**src/rtl/axicb_pkg.sv**
```systemverilog
// Shared constants and width helpers for the crossbar switch blocks.
//   PRI_W  : width of one master's priority level (0 lowest, 3 highest)
//   idx_w  : bits needed to index n items (at least 1)
//   cnt_w  : bits needed to count 0..n inclusive, for power-of-2 n
package axicb_pkg;

  localparam int unsigned PRI_W = 2;

  function automatic int unsigned idx_w(input int unsigned n);
    return (n < 2) ? 1 : $clog2(n);
  endfunction

  function automatic int unsigned cnt_w(input int unsigned n);
    return $clog2(n) + 1;
  endfunction

endpackage

```
**src/rtl/axicb_pri_rr_arbiter.sv**
```systemverilog
// Priority + round-robin arbiter.
// The highest priority level present among the active requests wins. Ties
// at that level go round-robin, with the search starting at ptr + 1.
//   req       : request vector
//   pri       : packed REQ_NB x PRI_W priority levels
//   ptr       : index of the last granted requester
//   grant     : one-hot grant (zero when nothing requests)
//   grant_idx : binary index of the granted requester
//   grant_vld : at least one request present
module axicb_pri_rr_arbiter
  import axicb_pkg::*;
#(
  parameter int unsigned REQ_NB = 4,
  parameter int unsigned IDX_W  = 2
) (
  input  logic [REQ_NB-1:0]       req,
  input  logic [REQ_NB*PRI_W-1:0] pri,
  input  logic [IDX_W-1:0]        ptr,
  output logic [REQ_NB-1:0]       grant,
  output logic [IDX_W-1:0]        grant_idx,
  output logic                    grant_vld
);

  logic [PRI_W-1:0] top_pri;
  int unsigned      j;

  always_comb begin
    top_pri   = '0;
    grant     = '0;
    grant_idx = '0;
    grant_vld = 1'b0;
    j         = 0;
    for (int unsigned i = 0; i < REQ_NB; i++) begin
      if (req[i] && (pri[i*PRI_W +: PRI_W] > top_pri))
        top_pri = pri[i*PRI_W +: PRI_W];
    end
    // Walk the ring once, starting just after the last winner.
    for (int unsigned k = 1; k <= REQ_NB; k++) begin
      j = (32'(ptr) + k) % REQ_NB;
      if (!grant_vld && req[j] && (pri[j*PRI_W +: PRI_W] == top_pri)) begin
        grant_vld = 1'b1;
        grant_idx = IDX_W'(j);
        grant[j]  = 1'b1;
      end
    end
  end

endmodule

```
**src/rtl/axicb_slv_wr_switch.sv**
```systemverilog
// Write-path slave switch: merges MST_NB masters' AW/W traffic onto one
// slave port and routes B completions back by ID.
//   aclk, aresetn            : clock, asynchronous active-low reset
//   i_aw* / i_w* / i_b*      : per-master AW, W and B channels
//   o_aw* / o_w* / o_b*      : slave-side AW, W and B channels
//   o_ostd_cnt               : granted writes whose last W beat is not yet sent
//   o_decerr                 : sticky, a B response matched no master
module axicb_slv_wr_switch
  import axicb_pkg::*;
#(
  parameter int unsigned                   MST_NB       = 4,
  parameter int unsigned                   AXI_ID_W     = 8,
  parameter int unsigned                   AWCH_W       = 8,
  parameter int unsigned                   WCH_W        = 8,
  parameter int unsigned                   BCH_W        = 8,
  parameter int unsigned                   OSTDREQ_NUM  = 4,
  parameter logic [MST_NB*AXI_ID_W-1:0]    MST_ID_MASK  = {8'h30, 8'h20, 8'h10, 8'h00},
  parameter logic [MST_NB*PRI_W-1:0]       MST_PRIORITY = '0
) (
  input  logic                               aclk,
  input  logic                               aresetn,
  input  logic [MST_NB-1:0]                  i_awvalid,
  output logic [MST_NB-1:0]                  i_awready,
  input  logic [MST_NB*AWCH_W-1:0]           i_awch,
  input  logic [MST_NB-1:0]                  i_wvalid,
  output logic [MST_NB-1:0]                  i_wready,
  input  logic [MST_NB-1:0]                  i_wlast,
  input  logic [MST_NB*WCH_W-1:0]            i_wch,
  output logic [MST_NB-1:0]                  i_bvalid,
  input  logic [MST_NB-1:0]                  i_bready,
  output logic [BCH_W-1:0]                   i_bch,
  output logic                               o_awvalid,
  input  logic                               o_awready,
  output logic [AWCH_W-1:0]                  o_awch,
  output logic                               o_wvalid,
  input  logic                               o_wready,
  output logic                               o_wlast,
  output logic [WCH_W-1:0]                   o_wch,
  input  logic                               o_bvalid,
  output logic                               o_bready,
  input  logic [BCH_W-1:0]                   o_bch,
  output logic [$clog2(OSTDREQ_NUM):0]       o_ostd_cnt,
  output logic                               o_decerr
);

  localparam int unsigned IDX_W = idx_w(MST_NB);
  localparam int unsigned PTR_W = $clog2(OSTDREQ_NUM);
  localparam int unsigned CNT_W = cnt_w(OSTDREQ_NUM);

  logic [IDX_W-1:0]  rr_ptr;
  logic [MST_NB-1:0] arb_grant;
  logic [IDX_W-1:0]  arb_idx;
  logic              arb_vld;
  logic              grant_en;

  logic [IDX_W-1:0]  q_mem [OSTDREQ_NUM];
  logic [PTR_W-1:0]  q_wr;
  logic [PTR_W-1:0]  q_rd;
  logic [CNT_W-1:0]  q_cnt;
  logic              q_full;
  logic              q_empty;
  logic              pop;
  logic [IDX_W-1:0]  head;

  logic [AXI_ID_W-1:0] id_sel;
  logic [MST_NB-1:0]   bmatch;

  axicb_pri_rr_arbiter #(
    .REQ_NB (MST_NB),
    .IDX_W  (IDX_W)
  ) u_arb (
    .req       (i_awvalid),
    .pri       (MST_PRIORITY),
    .ptr       (rr_ptr),
    .grant     (arb_grant),
    .grant_idx (arb_idx),
    .grant_vld (arb_vld)
  );

  // ---------------- AW arbitration and output register ----------------
  assign q_full  = (q_cnt == CNT_W'(OSTDREQ_NUM));
  assign q_empty = (q_cnt == '0);
  // aresetn gates the combinational ready so no handshake completes in reset.
  assign grant_en  = aresetn && arb_vld && (!o_awvalid || o_awready) && !q_full;
  assign i_awready = grant_en ? arb_grant : '0;

  always_ff @(posedge aclk or negedge aresetn) begin
    if (!aresetn) begin
      o_awvalid <= 1'b0;
      o_awch    <= '0;
      rr_ptr    <= IDX_W'(MST_NB - 1);
    end else if (grant_en) begin
      o_awvalid <= 1'b1;
      o_awch    <= i_awch[arb_idx*AWCH_W +: AWCH_W];
      rr_ptr    <= arb_idx;
    end else if (o_awready) begin
      o_awvalid <= 1'b0;
    end
  end

  // ---------------- Ordering queue of granted masters ----------------
  assign head = q_mem[q_rd];
  assign pop  = o_wvalid && o_wready && o_wlast;

  always_ff @(posedge aclk) begin
    if (grant_en)
      q_mem[q_wr] <= arb_idx;
  end

  always_ff @(posedge aclk or negedge aresetn) begin
    if (!aresetn) begin
      q_wr  <= '0;
      q_rd  <= '0;
      q_cnt <= '0;
    end else begin
      if (grant_en) q_wr <= q_wr + PTR_W'(1);
      if (pop)      q_rd <= q_rd + PTR_W'(1);
      case ({grant_en, pop})
        2'b10:   q_cnt <= q_cnt + CNT_W'(1);
        2'b01:   q_cnt <= q_cnt - CNT_W'(1);
        default: q_cnt <= q_cnt;
      endcase
    end
  end

  assign o_ostd_cnt = q_cnt;

  // ---------------- W path: the queue head owns the slave W channel ----------------
  always_comb begin
    i_wready = '0;
    o_wvalid = !q_empty && i_wvalid[head];
    o_wlast  = i_wlast[head];
    o_wch    = i_wch[head*WCH_W +: WCH_W];
    if (!q_empty && o_wready)
      i_wready[head] = 1'b1;
  end

  // ---------------- B path: route by ID tag ----------------
  always_comb begin
    id_sel = '0;
    bmatch = '0;
    for (int unsigned m = 0; m < MST_NB; m++)
      id_sel = id_sel | MST_ID_MASK[m*AXI_ID_W +: AXI_ID_W];
    for (int unsigned m = 0; m < MST_NB; m++)
      bmatch[m] = ((o_bch[AXI_ID_W-1:0] & id_sel) == MST_ID_MASK[m*AXI_ID_W +: AXI_ID_W]);
  end

  assign i_bch    = o_bch;
  assign i_bvalid = o_bvalid ? bmatch : '0;
  // An unmatched response is swallowed so the slave never stalls on it.
  assign o_bready = (|bmatch) ? |(bmatch & i_bready) : (aresetn && o_bvalid);

  always_ff @(posedge aclk or negedge aresetn) begin
    if (!aresetn)
      o_decerr <= 1'b0;
    else if (o_bvalid && !(|bmatch))
      o_decerr <= 1'b1;
  end

endmodule

```
**config.mk**
```make
export PLATFORM = sky130hd
export DESIGN_NAME = axicb_slv_wr_switch
export DESIGN_NICKNAME = d
export VERILOG_FILES = /design/src/rtl/axicb_pkg.sv /design/src/rtl/axicb_pri_rr_arbiter.sv /design/src/rtl/axicb_slv_wr_switch.sv
export SDC_FILE = /design/constraint.sdc
export NUM_CORES = 1
export LEC_CHECK = 0
export CAP_MARGIN = 20
export CELL_PAD_IN_SITES_DETAIL_PLACEMENT = 1
export CELL_PAD_IN_SITES_GLOBAL_PLACEMENT = 1
export CORE_UTILIZATION = 25
export DETAILED_ROUTE_END_ITERATION = 12
export DONT_BUFFER_PORTS = 1
export GPL_TIMING_DRIVEN = 0
export PLACE_DENSITY_LB_ADDON = 0.1
export SYNTH_ARGS = -nofsm -noshare
export SYNTH_HDL_FRONTEND = slang
export SYNTH_SLANG_ARGS = --single-unit
```
**constraint.sdc**
```tcl
create_clock -name aclk -period 4.85 [get_ports aclk]
set_clock_uncertainty 0.05 [all_clocks]
set_input_delay 0.2425 -clock aclk [delete_from_list [all_inputs] [get_ports aclk]]
set_output_delay 0.2425 -clock aclk [all_outputs]
set_load 0.02 [all_outputs]
```
* Word level (Yosys, flattened, before mapping) *
Memories as Yosys holds them, arrays and structs flattened.
Cells that the tools add are included.

operators by class
  $add $sub $neg = 8
  $mul = 0
  div/mod/pow operators = 0
  order comparisons = 10
  eq/ne operators = 6
  shift-type cells = 6
  multiplexer cells = 43
  bitwise gates (word level) = 4
  reduce and logical (&&, ||, !) cells = 39

operator list
  operator                count
  $shiftx 32x6->8         2
  $shiftx 8x4->2 const A  4
  $mux 4                  7
  $logic_and 1x1->1       21
  $mux 1                  20
  $lt 2x3->1 const B      5
  $bmux 1 s2              6
  $or 4x4->4              3
  $demux 1 s2             5
  $ge 2x1->1 const B      5
  $add 2x1->2 const B     4
  $logic_not 2->1         4
  $logic_not 8->1         1
  $mux 2                  4
  $reduce_or 4->1         2
  $logic_not 1->1         7
  $eq 2x2->1 const B      3
  $pmux 3 s2              1
  $add 2x2->2 const B     2
  $and 4x4->4             1
  $eq 2x1->1 const B      2
  $reduce_bool 2->1       2
  $add 3x1->3 const B     1
  $eq 3x3->1 const B      1
  other kinds (3)         3

storage, ports and cells
  register bits = 19
  bits in latches = 0
  memory bits (writable) = 8
  ROM bits = 0
  input bits = 93
  output and inout bits = 44
  word-level logic and storage cells = 124
  memories kept = 1

memories
  name   words  bits a word  rd ports  clocked after memory_dff  write ports  RTL line                   text
  q_mem  4      2            1         0                         1            axicb_slv_wr_switch.sv:56  logic [IDX_W-1:0] q_mem [OSTDREQ_NUM];

* Longest topological paths before layout *
Gate-level depths: netlist of the first run.

  depth after elaboration = 22
  depth in mapped cells = 12
  depth with buffers taken out = 10

* By module *
From an unflattened synthesis of the first run, not the netlist that was laid out.

second synthesis, totals
  cell total of the unflattened synthesis = 258
  area, all modules = 2,864.0 um^2

by module, submodules not included
  module                instances  cells an instance  area each (um^2)  sequential area each (um^2)
  axicb_slv_wr_switch   1          137                1,815.5           718.2
  axicb_pri_rr_arbiter  1          121                1,048.5           0.0

* Worst setup path after synthesis of the first run *
No wires, ideal clock.

  kind = register to output
  start point = reg rr_ptr[1]
  end point = out i_awready[2]
  data arrival time = 2.788 ns
  data required time = 4.558 ns
  path slack = 1.769 ns
  cell stages (with the launch flop) = 9
  path buffers = 2
  cell sequence = dfstp_2 -> buf_2 -> inv_1 -> ha_1 -> clkbuf_1 -> mux4_1 -> nor2b_1 -> a222oi_1 -> a21oi_1

on the way
  word-level cells in the longest chain between the ends = 21
  elaborated cells between the ends (all ways) = 65
  those cells by class = add/sub (4); order compare (8); shift (4); mux (25); bitwise (3); reduce/logical (21)

ends and longest elaborated chain
  element                                              RTL line                    text
  start, declared                                      axicb_slv_wr_switch.sv:50   logic [IDX_W-1:0] rr_ptr;
  start signal, assigned                               axicb_slv_wr_switch.sv:91   rr_ptr <= IDX_W'(MST_NB - 1);
  start signal, assigned                               axicb_slv_wr_switch.sv:95   rr_ptr <= arb_idx;
  $add 2x1->2                                          axicb_pri_rr_arbiter.sv:39  j = (32'(ptr) + k) % REQ_NB;
  $shiftx 8x4->2 / $bmux 1 s2 (equally long branches)  axicb_pri_rr_arbiter.sv:40  if (!grant_vld && req[j] && (pri[j*PRI_W +: PRI_W] == top_pri)) begin
  $logic_not 2->1 / $mux 1 (equally long branches)     axicb_pri_rr_arbiter.sv:40
  $logic_and 1x1->1                                    axicb_pri_rr_arbiter.sv:40
  $mux 1                                               axicb_pri_rr_arbiter.sv:40
  $logic_not 1->1                                      axicb_pri_rr_arbiter.sv:40
  $logic_and 1x1->1 (2 in a row)                       axicb_pri_rr_arbiter.sv:40
  $mux 1                                               axicb_pri_rr_arbiter.sv:40
  $logic_not 1->1                                      axicb_pri_rr_arbiter.sv:40
  $logic_and 1x1->1 (2 in a row)                       axicb_pri_rr_arbiter.sv:40
  $mux 1                                               axicb_pri_rr_arbiter.sv:40
  $logic_not 1->1                                      axicb_pri_rr_arbiter.sv:40
  $logic_and 1x1->1 (2 in a row)                       axicb_pri_rr_arbiter.sv:40
  $mux 1                                               axicb_pri_rr_arbiter.sv:40
  $logic_and 1x1->1 (3 in a row)                       axicb_slv_wr_switch.sv:84   assign grant_en = aresetn && arb_vld && (!o_awvalid || o_awready) && !q_full;
  $mux 4 (*)                                           axicb_slv_wr_switch.sv:85   assign i_awready = grant_en ? arb_grant : '0;
  end, declared                                        axicb_slv_wr_switch.sv:23   output logic [MST_NB-1:0] i_awready,

Mark *: on every way between the ends. The rest lies on a longest branch, timed or not. The select of a mux whose other input is x is not followed.

* Worst setup path after layout of the first run *
Same ends and word-level chain as after synthesis.

==> results of run 1 <==
==> area by class of cell <==
class	instances	area share, %
plain buffers	25	6.392
clock buffers	3	1.563
clock inverters	1	0.2841
inverters	17	2.415
multi-input cells	168	55.68
flip-flops and latches	27	27.18
well taps	129	6.108
repair buffers	1	0.3788
==> layer usage <==
layer  vias up  GRT usage [%]  share of wire (%)
li1        882              -                  -
met1       870          14.30                 43
met2       109          22.87                 48
met3         2          3.621                8.3
met4         0          1.672               0.36
met5         -              0                  0
==> what timing repair did <==
action,CTS,global route
endpoints found under the hold margin,19,0
hold buffers,1,0
setup buffers,0,0
==> worst register-to-register path: stages, from the launching register on <==
cell,delay (ns)
dfrtp_1,0.33
buf_2,0.18
mux4_2,0.50
buf_2,0.18
mux2i_1,0.12
mux2i_1,0.45
and3_1,0.34
ha_1,0.21
inv_1,0.06
fa_1,0.37
xor2_1,0.15
nor2_1,0.14
xor2_1,0.15
==> power breakdown <==
part	internal [uW]	switching, uW	total, uW	leakage (uW)
clock	58.3	74.9	133	0.0000217
combinational	480	701	1180	0.000734
sequential	351	135	486	0.000291
total	889	911	1800	0.00105
==> cell families (layout without fill, tap and decap cells) <==
| family | Yosys count | after routing | share of synthesized area, % |
|---|---|---|---|
| flip-flops | 27 | 27 | 29.65 |
| XOR/XNOR | 6 | 6 | 2.170 |
| multiplexers | 33 | 33 | 20.25 |
| AO/OA/AOI/OAI | 55 | 55 | 17.36 |
| AND/OR/NAND/NOR | 60 | 60 | 13.43 |
| adder cells (fa/ha/maj) | 14 | 14 | 7.542 |
| buffers and inverters | 42 | 47 | 9.607 |
==> per-stage QoR <==
stage          cell area (um2)  total power [uW]
3_3_place_gp              2584              1691
2_1_floorplan             2422              1461
4_1_cts                   2643              1840
5_1_grt                   2643              1958
6_report                  2643              1800
3_5_place_dp              2584              1695
==> flip-flops by register name (all words and copies together), names as in the netlist <==
signal,flops
q_wr,2
o_awch,8
o_awvalid,1
rr_ptr,2
o_ostd_cnt,3
o_decerr,1
q_rd,2
q_mem,8
==> placed cells by master, fill, tap and decap left out, types with 3 or more instances in the layout <==
| cell type | count |
|---|---|
| a211oi_1 | 26 |
| a21oi_1 | 8 |
| a222oi_1 | 4 |
| and2_1 | 5 |
| and3_1 | 3 |
| buf_2 | 8 |
| buf_4 | 9 |
| clkbuf_1 | 5 |
| clkbuf_8 | 3 |
| dfrtp_1 | 17 |
| edfxtp_1 | 8 |
| ha_1 | 13 |
| inv_1 | 16 |
| mux2i_1 | 19 |
| mux4_2 | 11 |
| nand2_1 | 14 |
| nor2_1 | 17 |
| nor2b_1 | 3 |
| nor3_1 | 4 |
| o21ai_0 | 6 |
| xnor2_1 | 3 |
| xor2_1 | 3 |
==> worst max-delay path by stage <==
stage                                     start            to  depth (start not counted)
after floorplan           rr_ptr[1]$_DFFE_PN1P_  i_awready[2]                          8
after global placement    rr_ptr[1]$_DFFE_PN1P_  i_awready[2]                          8
after detailed placement  rr_ptr[1]$_DFFE_PN1P_  i_awready[2]                          8
after CTS                 rr_ptr[1]$_DFFE_PN1P_  i_awready[2]                          8
after global routing      rr_ptr[1]$_DFFE_PN1P_  i_awready[2]                          8
final                     rr_ptr[1]$_DFFE_PN1P_  i_awready[2]                          8
==> impl_metrics.csv, run 1 <==
group,metric,value,unit
outcome,outcome,"finished clean",
finish,seq_area,718.2,um2
routing,wl_per_cell,17.14,um
clock_tree,htreeDepth,1,
synthesis,syn_nets,344,
sta,setup_slack,1.018,ns
floorplanning,core_area,9328,um2
worst_hold_path,holdCritPathClass,"input port to register",
synthesis,synth-seq-cells,27,
finish,utilization,28.33,%
setup_path,reg2reg_slack,1.55,ns
routing,via_count,1863,
setup_path,r2r_end,"o_ostd_cnt[2]$_DFFE_PN0P_",
place,dp_slack,1.313,ns
pwr,p_leak,0.001047,uW
global_routing,grt_use_total,12.35,%
clock_tree,cts_buffer_depth,2,
sta,setup_viol,0,
setup_path,cpMaxStageDelayCell,"mux4_1",
floorplanning,fp.dieArea,10090,um2
clock_tree,numCtsBuffers,3,
floorplanning,initial_core_util,25.97,%
synthesis,synth.most_common_cell,"a211oi_1",
global_routing,grt_pass1_wl,9.749,mm
setup_path,max_stage_delay,0.70,ns
place,place_hpwl,5.051,mm
synthesis,ys_seq_area_share,29.65,%
finish,multiInputGateArea,1471,um2
global_routing,grt_pass1_vias,1886,
worst_hold_path,whs_path_depth,2,
sta,fmax,261.0,MHz
finish,antennaDiodeCount,0,
floorplanning,rows,35,
synthesis,ys_warn_count,0,
place,place_congestion,0.6655,
synthesis,synth_area,2422,um2
sta,rsz0062_at_grt,"no",
synthesis,synth_edf_count,8,
setup_path,crit_required,4.56,ns
finish,nets,350,
finish,syn_to_final_growth,9.091,%
clock_tree,cts_root_buf,"clkbuf_8",
synthesis,ys_types,50,
finish,layoutNonFillerInstCount,371,
clock_tree,path_clk_slew,0.10,ns
sta,hold_ws,0.1177,ns
synthesis,ys.flop_type,"dfrtp_1",
floorplanning,pin_count,137,
setup_path,start_kind,"register",
clock_tree,cts_resized,0,
finish,drive_gt1_share,20.25,%
sta,hold_violations,0,
sta,period_needed,3.832,ns
synthesis,ys_async_sr_fraction,70.37,%
routing,drc,0,
run,max-cap-violations,0,
sta,totalNegativeSetupSlack,0,ns
routing,dr.pass1.iters,6,
sta,period_share,79.01,%
place,io_buffer_count,0,
sta,slew_headroom,36.08,%
pwr,peakVddDrop,0.2086,mV
global_routing,grt_overflow,0,
floorplanning,die_y,100.4,um
clock_tree,clk_latency,0.28,ns
setup_path,cp_num_buf_inv,3,
global_routing,antenna_found_initial,0,
routing,vias_per_cell,5.022,
floorplanning,die_w,100.4,um
sta,tightest_slew,0.9557,ns
sta,drv_slew,0,
synthesis,yosys.area.top_type,"dfrtp_1",
setup_path,worstPathCellList,"buf_2, inv_1, ha_1, clkbuf_1, mux4_1, nor2b_1, a222oi_1, a21oi_1",
routing,drt_iter0_markers,47,
synthesis,syn_inst,237,
clock_tree,cts_tree,"done",
setup_path,cpLargestDelayFamily,"buffers and inverters",
worst_hold_path,hold_end,"o_awvalid$_DFFE_PN0P_",
setup_path,r2r_cells,12,
synthesis,synth_top_area_share,17.56,%
routing,ant_nets,0,
setup_path,crit_fanout,10,
clock_tree,clock_sink_count,27,
routing,drt_wl_total,6.358,mm
setup_path,r2r-start,"q_rd[0]$_DFFE_PN0P_",
place,place_inst,366,
synthesis,synthTopCellsByArea,"dfrtp_1, mux4_2, edfxtp_1",
setup_path,path_class,"register to primary output",
synthesis,ys_top_cells_by_count,"a211oi_1, mux2i_1, dfrtp_1, nor2_1, inv_1",
global_routing,grt_max_degree,20,
synthesis,postSynthAreaPerCell,10.22,um2
finish,fillers,1103,
setup_path,endpoint_kind,"primary output",
worst_hold_path,hold_start,"o_awready",
pwr,power_density,681.0,nW/um2
setup_path,arrival,3.54,ns
Power figures use the tool's default switching activity.
==> inputs of run 2 (changes only) <==
--- a/config.mk
+++ b/config.mk
@@ -5,6 +5,7 @@
 export SDC_FILE = /design/constraint.sdc
 export NUM_CORES = 1
 export LEC_CHECK = 0
+export ABC_AREA = 1
 export CAP_MARGIN = 20
 export CELL_PAD_IN_SITES_DETAIL_PLACEMENT = 1
 export CELL_PAD_IN_SITES_GLOBAL_PLACEMENT = 1
==> constraint.sdc (replaced) <==
create_clock -name aclk -period 3.6 [get_ports aclk]
set_clock_uncertainty 0.05 [all_clocks]
set_input_delay 0.18 -clock aclk [delete_from_list [all_inputs] [get_ports aclk]]
set_output_delay 0.18 -clock aclk [all_outputs]
set_load 0.02 [all_outputs]
==> run 2 against run 1 <==
Effect of this change: flip-flop and latch count is the same; register-to-register slack lost 0.96 ns; die area grew 2.1%; sequential power grew 39%; clock power grew 33%; setup slack lost 0.43 ns; final cell count grew 33%; global-route usage grew 0.46 points; via count grew 23%; final area grew 2.5%; critical endpoint is now o_ostd_cnt[2]$_DFFE_PN0P_; first-iteration DRC count shrank 11%.
==> impl_metrics.csv, run 2 <==
group,metric,value,unit
synthesis,synthMuxAreaShare,0,%
sta,setup_slack,0.5893,ns
global_routing,grt_max_degree,20,
worst_hold_path,holdCritPathClass,"input port to register",
clock_tree,numCtsBuffers,3,
global_routing,grt_pass1_vias,2205,
routing,drc,0,
finish,layout_common_cells,"nand2_1, nand3_1, inv_1",
global_routing,grt_pass1_wl,10.42,mm
clock_tree,cts_resized,0,
sta,slew_headroom,57.06,%
place,place_congestion,0.8022,
synthesis,ys_types,35,
sta,totalNegativeSetupSlack,0,ns
clock_tree,path_clk_slew,0.10,ns
setup_path,endpoint_kind,"register",
synthesis,synthAdderAreaFrac,7.381,%
synthesis,syn_inst,359,
pwr,p_leak,0.001356,uW
clock_tree,htreeDepth,1,
synthesis,postSynthAreaPerCell,6.894,um2
setup_path,cpLargestDelayFamily,"simple AND/OR/NAND/NOR gates",
floorplanning,initial_core_util,26.29,%
synthesis,yosys.area.top_type,"dfrtp_1",
synthesis,synth-seq-cells,27,
sta,hold_violations,0,
synthesis,ys_async_sr_fraction,70.37,%
finish,drive_gt1_share,14.52,%
setup_path,path_class,"register to register",
sta,tightest_slew,0.6392,ns
pwr,peakVddDrop,0.3809,mV
finish,final_common_cell,"nand2_1",
synthesis,ys_warn_count,0,
synthesis,synth.most_common_cell,"nand2_1",
routing,ant_nets,0,
floorplanning,pin_count,137,
outcome,outcome,"finished clean",
sta,drv_slew,0,
clock_tree,cts_buffer_depth,2,
synthesis,synthTopCellsByArea,"dfrtp_1, nand2_1, nand3_1",
routing,wl_per_cell,13.90,um
setup_path,max_stage_delay,0.38,ns
global_routing,grt_overflow,0,
place,dp_slack,0.5730,ns
setup_path,crit_required,3.71,ns
synthesis,synth_top_area_share,17.19,%
clock_tree,cts_tree,"done",
sta,rsz0062_at_grt,"no",
setup_path,crit_fanout,9,
global_routing,antenna_found_initial,0,
synthesis,synth_top_family_by_area,"simple AND/OR/NAND/NOR gates",
floorplanning,die_w,101.5,um
routing,dr.pass1.iters,4,
routing,vias_per_cell,4.623,
finish,nets,473,
clock_tree,cts_root_buf,"clkbuf_8",
sta,period_needed,3.011,ns
sta,period_share,83.63,%
synthesis,ys_seq_area_share,29.02,%
run,max-cap-violations,0,
clock_tree,post_cts_buffers,0,
floorplanning,die_y,101.5,um
floorplanning,core_area,9415,um2
finish,syn_to_final_growth,9.404,%
routing,drt_wl_total,6.869,mm
setup_path,crit_top_cell,"nand2_1",
place,io_buffer_count,0,
place,place_hpwl,5.671,mm
setup_path,worstPathCellList,"buf_4, inv_2, nand2_1, nand3_1, nand2_1, nand3_1, inv_2, nand2_1, nand3_1, nor2_2, nand2_1, inv_1, ha_1, inv_1, fa_1, a21oi_1, o21ai_0, xor2_1",
floorplanning,rows,35,
setup_path,cpMaxStageDelayCell,"dfrtp_1",
synthesis,syn_nets,466,
synthesis,ys.flop_type,"dfrtp_1",
synthesis,ys_top_cells_by_count,"nand2_1, nand3_1, inv_1",
setup_path,arrival,3.12,ns
routing,drt_iter0_markers,42,
global_routing,grt_use_total,12.81,%
clock_tree,clock_sink_count,27,
finish,antennaDiodeCount,0,
clock_tree,clk_latency,0.27,ns
synthesis,synth-xor-area-share,1.416,%
synthesis,synth_compound_area_share,6.926,%
setup_path,cp_num_buf_inv,5,
setup_path,start_kind,"register",
floorplanning,fp.dieArea,10300,um2
sta,fmax,332.2,MHz
pwr,power_density,1092,nW/um2
synthesis,synth_edf_count,8,
synthesis,synth_area,2475,um2
finish,utilization,28.76,%
routing,via_count,2284,
synthesis,synthSimpleGateAreaFrac,42.11,%
sta,setup_viol,0,
run 2: cell count changes after synthesis, moves of 9 or more:
cell,previous run,this run
a211oi_1,26,0
nand3_1,1,51
nor2_1,17,28
mux4_2,11,0
inv_1,16,47
mux2i_1,19,0
nand2_2,0,9
a22oi_1,0,9
nand2_1,14,106
run 2: power by group:
part	switching [uW]	leakage (uW)	internal [uW]
clock network	99.0	0.0000255	77.7
logic	1450	0.00103	658
registers	185	0.000296	491
run 2: metrics by stage:
| step | std cells | area (um2) | total power, uW | hold WS (ns) |
|---|---|---|---|---|
| final | 494 | 2708 | 2956 | 0.01508 |
| after global routing | 494 | 2708 | 3279 | 0.03113 |
| after CTS | 493 | 2693 | 3020 | 0.01508 |
| after detailed placement | 488 | 2636 | 2827 | -0.1651 |
| after global placement | 488 | 2636 | 2803 | -0.1651 |
| after floorplan | 359 | 2475 | 2373 | -0.1656 |
run 2: logic make-up (layout without fill, tap and decap cells):
logic type / Yosys count / in the layout
AO/OA/AOI/OAI: 25 / 25
XOR/XNOR: 4 / 4
buffers and inverters: 67 / 73
AND/OR/NAND/NOR: 222 / 222
adder cells (fa/ha/maj): 14 / 14
flip-flops: 27 / 27
run 2: final cells by class:
type,instances,area (um2)
fillers,1198,6708
multi-input cells,265,1431
flip-flops and latches,27,718.2
inverters,51,198.9
well taps,129,161.4
plain buffers,16,126.4
clock buffers,3,41.29
repair buffers,2,25.02
clock inverters,1,5.005
run 2: per-layer routing:
metal | wire (um) | global-route usage (%) | vias up
met1 | 3122 | 16.23 | 1066
li1 | - | - | 1149
met4 | 37 | 2.341 | 0
met3 | 324 | 2.346 | 2
met2 | 3385 | 22.82 | 67
met5 | 0 | 0 | -
run 2: timing repair:
| action | 4_1_cts | 5_1_grt |
|---|---|---|
| setup endpoints to repair | 0 | 0 |
| hold buffers | 1 | 0 |
| hold endpoints to repair | 19 | 0 |
run 2: final timing paths:
path | start | end | slack (ns) | cells past startpoint
setup / recovery | q_rd[0]$_DFFE_PN0P_ | o_ostd_cnt[2]$_DFFE_PN0P_ | 0.59 | 18
hold / removal | o_awready | o_awvalid$_DFFE_PN0P_ | 0.02 | 3
setup reg to reg | q_rd[0]$_DFFE_PN0P_ | o_ostd_cnt[2]$_DFFE_PN0P_ | 0.59 | 18
hold reg to reg | q_rd[1]$_DFFE_PN0P_ | q_rd[1]$_DFFE_PN0P_ | 0.54 | 2
max in group asynchronous | aresetn | rr_ptr[1]$_DFFE_PN1P_ | 2.78 | 2
min in group asynchronous | aresetn | o_ostd_cnt[0]$_DFFE_PN0P_ | 0.20 | 1
run 2: worst min-delay path: stages:
cell and delay (ns):
nor2_1 0.02, inv_1 0.06, nand2_1 0.05
==> inputs of run 3 (changes only) <==
==> constraint.sdc (replaced) <==
create_clock -name aclk -period 2.9 [get_ports aclk]
set_clock_uncertainty 0.05 [all_clocks]
set_input_delay 0.145 -clock aclk [delete_from_list [all_inputs] [get_ports aclk]]
set_output_delay 0.145 -clock aclk [all_outputs]
set_load 0.02 [all_outputs]
==> run 3 against run 2 <==
Effect of this change: critical path type unchanged; worst hold slack better by 0.012 ns; sequential share of layout area fell by 0.67 points; combinational power up 30%; non-clock buffer count is 2 higher; register-to-register slack got worse by 0.38 ns.
==> impl_metrics.csv, run 3 (synthesis gave the netlist of run 2 again) <==
group,metric,value,unit
outcome,outcome,"finished clean",
setup_path,r2r_cells,15,
clock_tree,path_clk_slew,0.10,ns
sta,period_needed,2.692,ns
clock_tree,htreeDepth,1,
setup_path,arrival,2.84,ns
finish,fillers,1191,
setup_path,path_class,"register to register",
sta,drv_slew,0,
sta,period_share,92.81,%
finish,syn_to_final_growth,12.23,%
global_routing,grt_pass1_vias,2212,
sta,slew_headroom,57.22,%
finish,antennaDiodeCount,0,
finish,final_common_cell,"nand2_1",
finish,utilization,29.50,%
routing,dr.pass1.iters,4,
clock_tree,numCtsBuffers,3,
worst_hold_path,whs_path_depth,4,
clock_tree,clock_sink_count,27,
global_routing,grt_overflow,0,
finish,nets,475,
place,place_inst,488,
setup_path,endpoint_kind,"register",
routing,via_count,2281,
pwr,internal-power,1572,uW
routing,drc,0,
global_routing,grt_use_total,12.84,%
setup_path,start_kind,"register",
setup_path,crit_fanout,9,
pwr,switchingPower,2202,uW
sta,fmax,371.5,MHz
pwr,power_density,1359,nW/um2
worst_hold_path,holdCritPathClass,"input port to register",
floorplanning,die_w,101.5,um
pwr,p_seq_share,22.2,%
sta,hold_violations,0,
finish,layout_common_cells,"nand2_1, inv_1, nand3_1",
routing,drt_wl_total,6.902,mm
routing,vias_per_cell,4.599,
clock_tree,cts_tree,"done",
run,max-cap-violations,0,
finish,drive_gt1_share,17.17,%
floorplanning,fp.dieArea,10300,um2
setup_path,crit_required,3.05,ns
pwr,sw_frac_of_total,58.35,%
place,io_buffer_count,0,
clock_tree,cts_buffer_depth,2,
finish,layoutNonFillerInstCount,496,
floorplanning,rows,35,
floorplanning,die_y,101.5,um
floorplanning,initial_core_util,26.29,%
global_routing,antenna_found_initial,0,
floorplanning,pin_count,137,
pwr,p_comb_share,71.9,%
finish,multiInputGateArea,1481,um2
global_routing,grt_max_degree,20,
routing,drt_iter0_markers,43,
place,place_congestion,0.8022,
clock_tree,clk_latency,0.27,ns
routing,ant_nets,0,
clock_tree,cts_root_buf,"clkbuf_8",
routing,wl_per_cell,13.92,um
pwr,p_clk_share,5.8,%
sta,tightest_slew,0.6368,ns
place,place_hpwl,5.671,mm
global_routing,grt_pass1_wl,10.46,mm
finish,seq_area,718.2,um2
sta,rsz0062_at_grt,"no",
floorplanning,core_area,9415,um2
sta,setup_viol,0,
pwr,peakVddDrop,0.4735,mV
pwr,p_leak,0.001382,uW
[run 3: changes by cell type in the layout (fill, tap and decap cells not counted), sizes merged]
| cell | change |
|---|---|
| dlygate4sd3 | +1 |
| buf | +1 |
[run 3: final cells by class]
cell class                 instances  share of cell area (%)
buffer                            16                   4.640
clock buffer                       3                   1.486
clock inverter                     1                  0.1802
inverter                          51                   7.162
multi-input combinational        265                   53.33
sequential                        27                   25.86
tap                              129                   5.811
timing repair buffer               4                   1.532
[run 3: power by group through the flow]
stage          registers, uW  clock network [uW]  logic (uW)
4_1_cts                  848                 231        2710
2_1_floorplan            804                   0        2140
3_5_place_dp             851                   0        2660
6_report                 840                 219        2720
5_1_grt                  867                 240        3070
3_3_place_gp             851                   0        2630
[run 3: final timing paths]
kind	from	to	slack [ns]
setup reg to reg	q_rd[0]$_DFFE_PN0P_	o_ostd_cnt[1]$_DFFE_PN0P_	0.21
hold / removal	i_awch[5]	o_awch[5]$_DFFE_PN0P_	0.03
setup / recovery	q_rd[0]$_DFFE_PN0P_	o_ostd_cnt[1]$_DFFE_PN0P_	0.21
hold reg to reg	q_rd[1]$_DFFE_PN0P_	q_rd[1]$_DFFE_PN0P_	0.55
min in group asynchronous	aresetn	o_ostd_cnt[0]$_DFFE_PN0P_	0.18
max in group asynchronous	aresetn	rr_ptr[1]$_DFFE_PN1P_	2.10
[run 3: metrics by stage]
step | setup slack [ns] | setup TNS [ns] | total power [uW] | hold slack (ns) | instance area (um2)
6_report | 0.2085 | 0 | 3774 | 0.02738 | 2778
5_1_grt | 0.02286 | 0 | 4180 | 0.05215 | 2778
4_1_cts | 0.01810 | 0 | 3785 | 0.02539 | 2725
3_5_place_dp | -0.1270 | -0.1270 | 3509 | -0.2001 | 2636
3_3_place_gp | -0.09722 | -0.09722 | 3479 | -0.2001 | 2636
2_1_floorplan | 0.2545 | 0 | 2945 | -0.2006 | 2475
[run 3: repair_timing]
item                                   in CTS  in global routing
hold buffers                                2                  0
setup endpoints to repair                   1                  6
endpoints found under the hold margin      20                  0
pin swaps                                   1                  3
gates resized for setup                     5                 10
buffers inserted                            0                  1
gates cloned                                0                  0
[run 3: critical path: stages, from the launching register on]
cell     delay, ns
dfrtp_1       0.38
buf_4         0.16
inv_2         0.09
nand2_1       0.07
nand3_2       0.13
nand2_4       0.09
nor2_2        0.34
nand2_1       0.12
nand3_2       0.12
nor2_4        0.07
nand2_2       0.10
inv_1         0.05
ha_1          0.16
inv_1         0.10
fa_2          0.44
o21ai_0       0.16
[run 3: layer usage]
metal / vias to the layer above / share of wire (%) / global-route usage, %
li1: 1151 / - / -
met1: 1064 / 46 / 16.27
met2: 64 / 49 / 22.87
met3: 2 / 4.5 / 2.346
met4: 0 / 0.54 / 2.341
met5: - / 0 / 0
